$ cat src/rtl/spi_shift_engine_if.sv
// spi_shift_engine_if: bundles the controller-facing transfer handshake and the
// SPI pin signals of the shift engine.
//   start, tx_data, len, cpol, cpha, div : transfer request and frame config
//   busy, done, rx_data                  : transfer status and received word
//   mosi, sck, miso                      : serial pins
// Modports:
//   master - controller / bench side (drives the request and miso)
//   slave  - engine side (drives the pins and status)
interface spi_shift_engine_if;
  logic        start;
  logic [31:0] tx_data;
  logic [1:0]  len;
  logic        cpol;
  logic        cpha;
  logic [3:0]  div;
  logic        miso;
  logic        mosi;
  logic        sck;
  logic        busy;
  logic        done;
  logic [31:0] rx_data;

  modport master (
    output start, tx_data, len, cpol, cpha, div, miso,
    input  mosi, sck, busy, done, rx_data
  );

  modport slave (
    input  start, tx_data, len, cpol, cpha, div, miso,
    output mosi, sck, busy, done, rx_data
  );
endinterface

$ cat src/rtl/spi_shift_engine.sv
// spi_shift_engine: SPI serial bit engine. Accepts one word plus frame config per
// transfer, generates SCK (polarity/phase/divider), shifts MOSI out MSB-first,
// samples MISO, and returns the received word with a one-cycle done pulse.
// Ports:
//   clk - system clock, posedge
//   rst - synchronous active-low reset
//   bus - spi_shift_engine_if.slave (request/config in, pins and status out)
module spi_shift_engine (
  input logic               clk,
  input logic               rst,
  spi_shift_engine_if.slave bus
);

  typedef enum logic [1:0] {StIdle, StShift, StTail} state_e;

  state_e      state_q, state_d;
  logic [15:0] hcnt_q, hcnt_d;
  logic [6:0]  ecnt_q, ecnt_d;
  logic [31:0] tx_sr_q, tx_sr_d;
  logic [31:0] rx_sr_q, rx_sr_d;
  logic [31:0] rx_data_q, rx_data_d;
  logic [1:0]  len_q, len_d;
  logic        cpol_q, cpol_d;
  logic        cpha_q, cpha_d;
  logic [3:0]  div_q, div_d;
  logic        sck_q, sck_d;
  logic        mosi_q, mosi_d;
  logic        done_q, done_d;

  logic [31:0] tx_aligned;
  logic [15:0] h_last;
  logic [6:0]  last_edge;
  logic        edge_fire;
  logic        leading;
  logic        is_last;
  logic        drive_edge;
  logic        sample_edge;

  // Frame bit N-1 moved to bit 31 so the shifter always emits from the top.
  assign tx_aligned  = bus.tx_data << {~bus.len, 3'b000};
  assign h_last      = (16'd1 << div_q) - 16'd1;
  assign last_edge   = {1'b0, len_q, 4'hf};   // 2N-1
  assign edge_fire   = (hcnt_q == h_last);
  // ecnt_q counts edges already produced, so the firing edge is ecnt_q+1.
  assign leading     = ~ecnt_q[0];
  assign is_last     = (ecnt_q == last_edge);
  // CPHA=0 holds the final bit across the last trailing edge.
  assign drive_edge  = cpha_q ? leading : (~leading & ~is_last);
  assign sample_edge = leading ^ cpha_q;

  always_comb begin
    state_d   = state_q;
    hcnt_d    = hcnt_q;
    ecnt_d    = ecnt_q;
    tx_sr_d   = tx_sr_q;
    rx_sr_d   = rx_sr_q;
    rx_data_d = rx_data_q;
    len_d     = len_q;
    cpol_d    = cpol_q;
    cpha_d    = cpha_q;
    div_d     = div_q;
    sck_d     = sck_q;
    mosi_d    = mosi_q;
    done_d    = 1'b0;

    case (state_q)
      StIdle: begin
        sck_d  = bus.cpol;
        mosi_d = 1'b0;
        if (bus.start) begin
          len_d   = bus.len;
          cpol_d  = bus.cpol;
          cpha_d  = bus.cpha;
          div_d   = bus.div;
          hcnt_d  = '0;
          ecnt_d  = '0;
          rx_sr_d = '0;
          state_d = StShift;
          if (bus.cpha) begin
            tx_sr_d = tx_aligned;
          end else begin
            mosi_d  = tx_aligned[31];
            tx_sr_d = {tx_aligned[30:0], 1'b0};
          end
        end
      end

      StShift: begin
        if (edge_fire) begin
          hcnt_d = '0;
          ecnt_d = ecnt_q + 7'd1;
          sck_d  = ~sck_q;
          if (drive_edge) begin
            mosi_d  = tx_sr_q[31];
            tx_sr_d = {tx_sr_q[30:0], 1'b0};
          end
          if (sample_edge) begin
            rx_sr_d = {rx_sr_q[30:0], bus.miso};
          end
          if (is_last) begin
            state_d = StTail;
          end
        end else begin
          hcnt_d = hcnt_q + 16'd1;
        end
      end

      StTail: begin
        if (edge_fire) begin
          state_d   = StIdle;
          done_d    = 1'b1;
          rx_data_d = rx_sr_q;
          mosi_d    = 1'b0;
          hcnt_d    = '0;
        end else begin
          hcnt_d = hcnt_q + 16'd1;
        end
      end

      default: begin
        state_d = StIdle;
      end
    endcase
  end

  always_ff @(posedge clk) begin
    if (!rst) begin
      state_q   <= StIdle;
      hcnt_q    <= '0;
      ecnt_q    <= '0;
      tx_sr_q   <= '0;
      rx_sr_q   <= '0;
      rx_data_q <= '0;
      len_q     <= '0;
      cpol_q    <= 1'b0;
      cpha_q    <= 1'b0;
      div_q     <= '0;
      sck_q     <= 1'b0;
      mosi_q    <= 1'b0;
      done_q    <= 1'b0;
    end else begin
      state_q   <= state_d;
      hcnt_q    <= hcnt_d;
      ecnt_q    <= ecnt_d;
      tx_sr_q   <= tx_sr_d;
      rx_sr_q   <= rx_sr_d;
      rx_data_q <= rx_data_d;
      len_q     <= len_d;
      cpol_q    <= cpol_d;
      cpha_q    <= cpha_d;
      div_q     <= div_d;
      sck_q     <= sck_d;
      mosi_q    <= mosi_d;
      done_q    <= done_d;
    end
  end

  assign bus.sck     = sck_q;
  assign bus.mosi    = mosi_q;
  assign bus.busy    = (state_q != StIdle);
  assign bus.done    = done_q;
  assign bus.rx_data = rx_data_q;

endmodule
$ cat src/flat_wrapper.sv
// flat-port wrapper written by rule: the top's interface ports become plain ports
module spi_shift_engine_flat 
  (clk, rst, bus_start, bus_tx_data, bus_len, bus_cpol, bus_cpha, bus_div, bus_miso, bus_mosi, bus_sck, bus_busy, bus_done, bus_rx_data);
  spi_shift_engine_if bus_i ();
  input logic clk;
  input logic rst;
  input wire logic [$bits(bus_i.start)-1:0] bus_start;
  input wire logic [$bits(bus_i.tx_data)-1:0] bus_tx_data;
  input wire logic [$bits(bus_i.len)-1:0] bus_len;
  input wire logic [$bits(bus_i.cpol)-1:0] bus_cpol;
  input wire logic [$bits(bus_i.cpha)-1:0] bus_cpha;
  input wire logic [$bits(bus_i.div)-1:0] bus_div;
  input wire logic [$bits(bus_i.miso)-1:0] bus_miso;
  output wire logic [$bits(bus_i.mosi)-1:0] bus_mosi;
  output wire logic [$bits(bus_i.sck)-1:0] bus_sck;
  output wire logic [$bits(bus_i.busy)-1:0] bus_busy;
  output wire logic [$bits(bus_i.done)-1:0] bus_done;
  output wire logic [$bits(bus_i.rx_data)-1:0] bus_rx_data;
  assign bus_i.start = bus_start;
  assign bus_i.tx_data = bus_tx_data;
  assign bus_i.len = bus_len;
  assign bus_i.cpol = bus_cpol;
  assign bus_i.cpha = bus_cpha;
  assign bus_i.div = bus_div;
  assign bus_i.miso = bus_miso;
  assign bus_mosi = bus_i.mosi;
  assign bus_sck = bus_i.sck;
  assign bus_busy = bus_i.busy;
  assign bus_done = bus_i.done;
  assign bus_rx_data = bus_i.rx_data;
  spi_shift_engine u_core (.clk(clk), .rst(rst), .bus(bus_i));
endmodule
$ cat config.mk
export PLATFORM = sky130hd
export DESIGN_NAME = spi_shift_engine_flat
export DESIGN_NICKNAME = d
export VERILOG_FILES = /design/src/rtl/spi_shift_engine_if.sv /design/src/rtl/spi_shift_engine.sv /design/src/flat_wrapper.sv
export SDC_FILE = /design/constraint.sdc
export NUM_CORES = 1
export LEC_CHECK = 0
export ABC_CLOCK_PERIOD_IN_PS = 3450
export CORE_MARGIN = 2
export CORE_UTILIZATION = 51
export DETAILED_ROUTE_END_ITERATION = 12
export GPL_TIMING_DRIVEN = 0
export PLACE_DENSITY_LB_ADDON = 0.05
export SYNTH_ARGS = -nofsm -noshare
export SYNTH_HDL_FRONTEND = slang
export SYNTH_SLANG_ARGS = --single-unit
$ cat constraint.sdc
create_clock -name clk -period 3.45 [get_ports clk]
set_input_delay 0.69 -clock clk [delete_from_list [all_inputs] [get_ports clk]]
set_output_delay 0.69 -clock clk [all_outputs]
set_load 0.05 [all_outputs]
==> flow_metrics.env, run 1 <==
export IMPL_status="finished, violations left"
export IMPL_violations="setup timing"
export IMPL_synth_seq_area_share=0.369
export IMPL_r2r_slack_ns=-0.02
export IMPL_max_freq_ghz=0.288
export IMPL_reg2reg_from="u_core.div_q[2]"
export IMPL_hold_viol=0
export IMPL_first_pass_iters=5
export IMPL_hp_class="reg2reg"
export IMPL_postSynth_asyncResetShare=0
export IMPL_wl_per_cell_um=17.0
export IMPL_cap_violations=0
export IMPL_cts_tree="yes"
export IMPL_nNetsFinal=1013
export IMPL_rr_worst_depth=15
export IMPL_track_usage=0.267
export IMPL_syn_area_per_cell_sq_um=8.44
export IMPL_clock_skew_ns=0.00898
export IMPL_clkTransAtPathRegs_ns=0.06
export IMPL_pwr_density_cell_nw_per_um2=429
export IMPL_dieArea_sq_um=14900
export IMPL_cp_arrival_ns=3.75
export IMPL_place_gp_congestion=0.929
export IMPL_vdd_ir_drop_max_mv=0.322
export IMPL_yosys_most_used_dff="dfxtp_1"
export IMPL_drtIter0Drc=608
export IMPL_via_per_inst=5.75
export IMPL_yosys_warnings=0
export IMPL_num_antenna_cells=0
export IMPL_grt_max_degree=17
export IMPL_worstPathRequired_ns=3.73
export IMPL_htreeDepth=4
export IMPL_place_ws_ns=-0.667
export IMPL_routed_wl_um=19600
export IMPL_placed_cells=1099
export IMPL_drive_above_1_share=0.146
export IMPL_cts_buffers=17
export IMPL_hold_path_cell_count=2
export IMPL_grtUsageMet1=0.362
export IMPL_whs_ns=0.469
export IMPL_r2r_end="u_core.rx_sr_q[19]"
export IMPL_period_share=1.01
export IMPL_power_leakage_nw=3.88
export IMPL_syn_nets=894
export IMPL_critPathKind="reg2reg"
export IMPL_synthCells=843
export IMPL_finalSetupViolCount=14
export IMPL_stdcell_count=1155
export IMPL_grt_busiest_layer="met2"
export IMPL_endpoint_kind="flop"
export IMPL_grt_pass1_vias=6411
export IMPL_grt_use_met2=0.432
export IMPL_maxSlewViolCount=0
export IMPL_die_x_um=122
export IMPL_vias=6642
export IMPL_synth_edf_count=0
export IMPL_io_buffers=76
export IMPL_cp_start_kind="flop"
export IMPL_rows=43
export IMPL_die_height_um=122
export IMPL_cts_sinks=131
export IMPL_area_delta_synth_final_pct=28.6
export IMPL_clockBufferDepth=2
export IMPL_synth_area_sq_um=7110
export IMPL_ys_types=63
export IMPL_clk_latency_ns=0.42
export IMPL_worst_slew_margin_rel=0.495
export IMPL_grt_antenna_before_repair=0
export IMPL_hold_start="u_core.rx_sr_q[31]"
export IMPL_ant_nets=0
export IMPL_root_buffer="clkbuf_16"
export IMPL_holdBufCountCts=0
export IMPL_overflow=0
export IMPL_worstPathMaxFanout=10
export IMPL_use_met3=0.0529
export IMPL_drc=0
export IMPL_synth_ff_latch_count=131
export IMPL_dp_hpwl_um=13800
export IMPL_min_to="u_core.rx_sr_q[31]"
export IMPL_n_fill_cell=1192
export IMPL_start_util=0.516
export IMPL_rsz0062_at_grt="yes"
export IMPL_core_sq_um=13800
export IMPL_min_period_ns=3.47
export IMPL_fin_ws_ns=-0.0203
export IMPL_grt_pass1_wl_um=31600
export IMPL_tightest_slew_ns=0.757
export IMPL_io_pins=80
==> how the worst max path moves through the flow <==
stage / cells past startpoint / from / slack [ns] / to
after detailed placement: 18 / u_core.div_q[3] / -0.67 / u_core.hcnt_q[11]
after CTS: 18 / u_core.div_q[3] / -0.13 / u_core.rx_sr_q[20]
after global placement: 18 / u_core.div_q[3] / -0.60 / u_core.hcnt_q[2]
after global routing: 14 / u_core.div_q[2] / -0.14 / u_core.rx_sr_q[25]
after floorplan: 18 / u_core.div_q[3] / 0.001 / u_core.hcnt_q[2]
final: 15 / u_core.div_q[2] / -0.02 / u_core.rx_sr_q[19]
==> area by class of cell <==
type | count | area, sq um | area share
clock buffers | 20 | 437 | 0.0478
multi-input cells | 626 | 4230 | 0.463
flip-flops and latches | 131 | 2630 | 0.288
well taps | 180 | 225 | 0.0246
plain buffers | 65 | 420 | 0.0460
inverters | 15 | 62.6 | 0.00684
repair buffers | 106 | 1050 | 0.115
clock inverters | 12 | 86.3 | 0.00944
==> timing repair <==
action | CTS | global route
resized for setup | 42 | 34
pin swaps | 8 | 12
endpoints found under the hold margin | 0 | 0
cloned | 0 | 3
setup buffers | 18 | 9
endpoints found under the setup margin | 118 | 120
==> critical path, stage by stage (launching register included) <==
cell,delay [ns]
dfxtp_2,0.33
buf_6,0.12
nor2_4,0.12
nand3_2,0.10
ha_4,0.17
buf_8,0.13
nor3b_4,0.19
o211a_1,0.22
a221oi_4,0.05
or4b_4,0.56
or3_4,0.39
or3_4,0.50
nand2_4,0.12
buf_6,0.12
buf_8,0.12
o22ai_1,0.07
==> where the power goes <==
part / switching, mW / leakage (nW) / internal, mW / total (mW)
clock: 0.670 / 0.250 / 0.916 / 1.59
combinational: 0.409 / 2.57 / 0.342 / 0.751
sequential: 0.0289 / 1.06 / 1.56 / 1.58
==> synthesized netlist by cell type, types with 13 or more instances <==
master    count  area (sq um)
mux2i_1     115          1150
nand2_1      95           357
a21oi_1      40           200
o21ai_0      37           185
clkbuf_1     45           169
dfxtp_1     131          2620
o22ai_1      35           219
nor3_1       17          85.1
inv_1        14          52.6
mux2_2       22           248
nor2_1       86           323
nand3_1      20           100
nor2b_1      16           100
a31oi_1      13          81.3
==> layer usage <==
layer	vias to the layer above	wire, um
li1	3249	-
met1	3193	9080
met2	174	9300
met3	26	950
met4	0	296
met5	-	0
==> stage by stage <==
step | setup TNS [ns] | total power [mW] | util | area (sq um)
floorplan | 0 | 2.06 | - | 7140
global placement | -36.27 | 2.24 | 0.590 | 8130
detailed placement | -38.60 | 2.25 | 0.590 | 8130
CTS | -2.76 | 3.90 | 0.650 | 8950
global route | -3.48 | 4.08 | 0.664 | 9140
finish | -0.0864 | 3.92 | 0.664 | 9140
==> placed cells by master, fill, tap and decap left out, types with 4 or more instances in the layout <==
master	synthesis	layout
nor2_1	86	85
o21ai_0	37	36
nand4_1	6	6
clkdlybuf4s50_1	0	76
nor2b_1	16	16
clkbuf_16	0	21
inv_1	14	12
nand3_1	20	18
clkbuf_1	45	39
a221oi_1	10	9
a21oi_1	40	39
or3_1	6	4
clkinv_4	0	4
nand2_1	95	93
buf_8	0	4
buf_4	0	31
clkinvlp_4	0	4
nor3_1	17	16
a31oi_1	13	12
mux2_2	22	22
xnor2_1	11	9
a22o_1	7	7
clkinv_2	0	4
buf_1	5	5
o22ai_1	35	34
and3_1	10	10
ha_1	7	6
dfxtp_1	131	127
mux2i_1	115	115
a211oi_1	4	4
nand2b_1	11	10
==> state kept, by name, indices dropped and copies added (netlist names) <==
| name | flops |
|---|---|
| u_core.bus.rx_data | 32 |
| u_core.rx_sr_q | 32 |
| u_core.tx_sr_q | 32 |
| u_core.hcnt_q | 16 |
| u_core.ecnt_q | 7 |
| u_core.div_q | 4 |
| u_core.len_q | 2 |
| u_core.state_q | 2 |
| u_core.bus.done | 1 |
| u_core.bus.mosi | 1 |
| u_core.bus.sck | 1 |
| u_core.cpha_q | 1 |
==> kinds of logic after synthesis <==
group | after synthesis | synth area share
adder cells (fa/ha/maj) | 7 | 0.0123
flip-flops | 131 | 0.369
buffers and inverters | 86 | 0.0561
AO/OA/AOI/OAI | 176 | 0.156
XOR/XNOR | 14 | 0.0172
AND/OR/NAND/NOR | 292 | 0.192
multiplexers | 137 | 0.197
No activity file was read; power rests on OpenSTA's default activity.
==> run 2: changes to the inputs <==
- CAP_MARGIN: unset -> 5
==> results of run 2 <==
The final DEF is identical to that of run 1; final timing and power are the same.
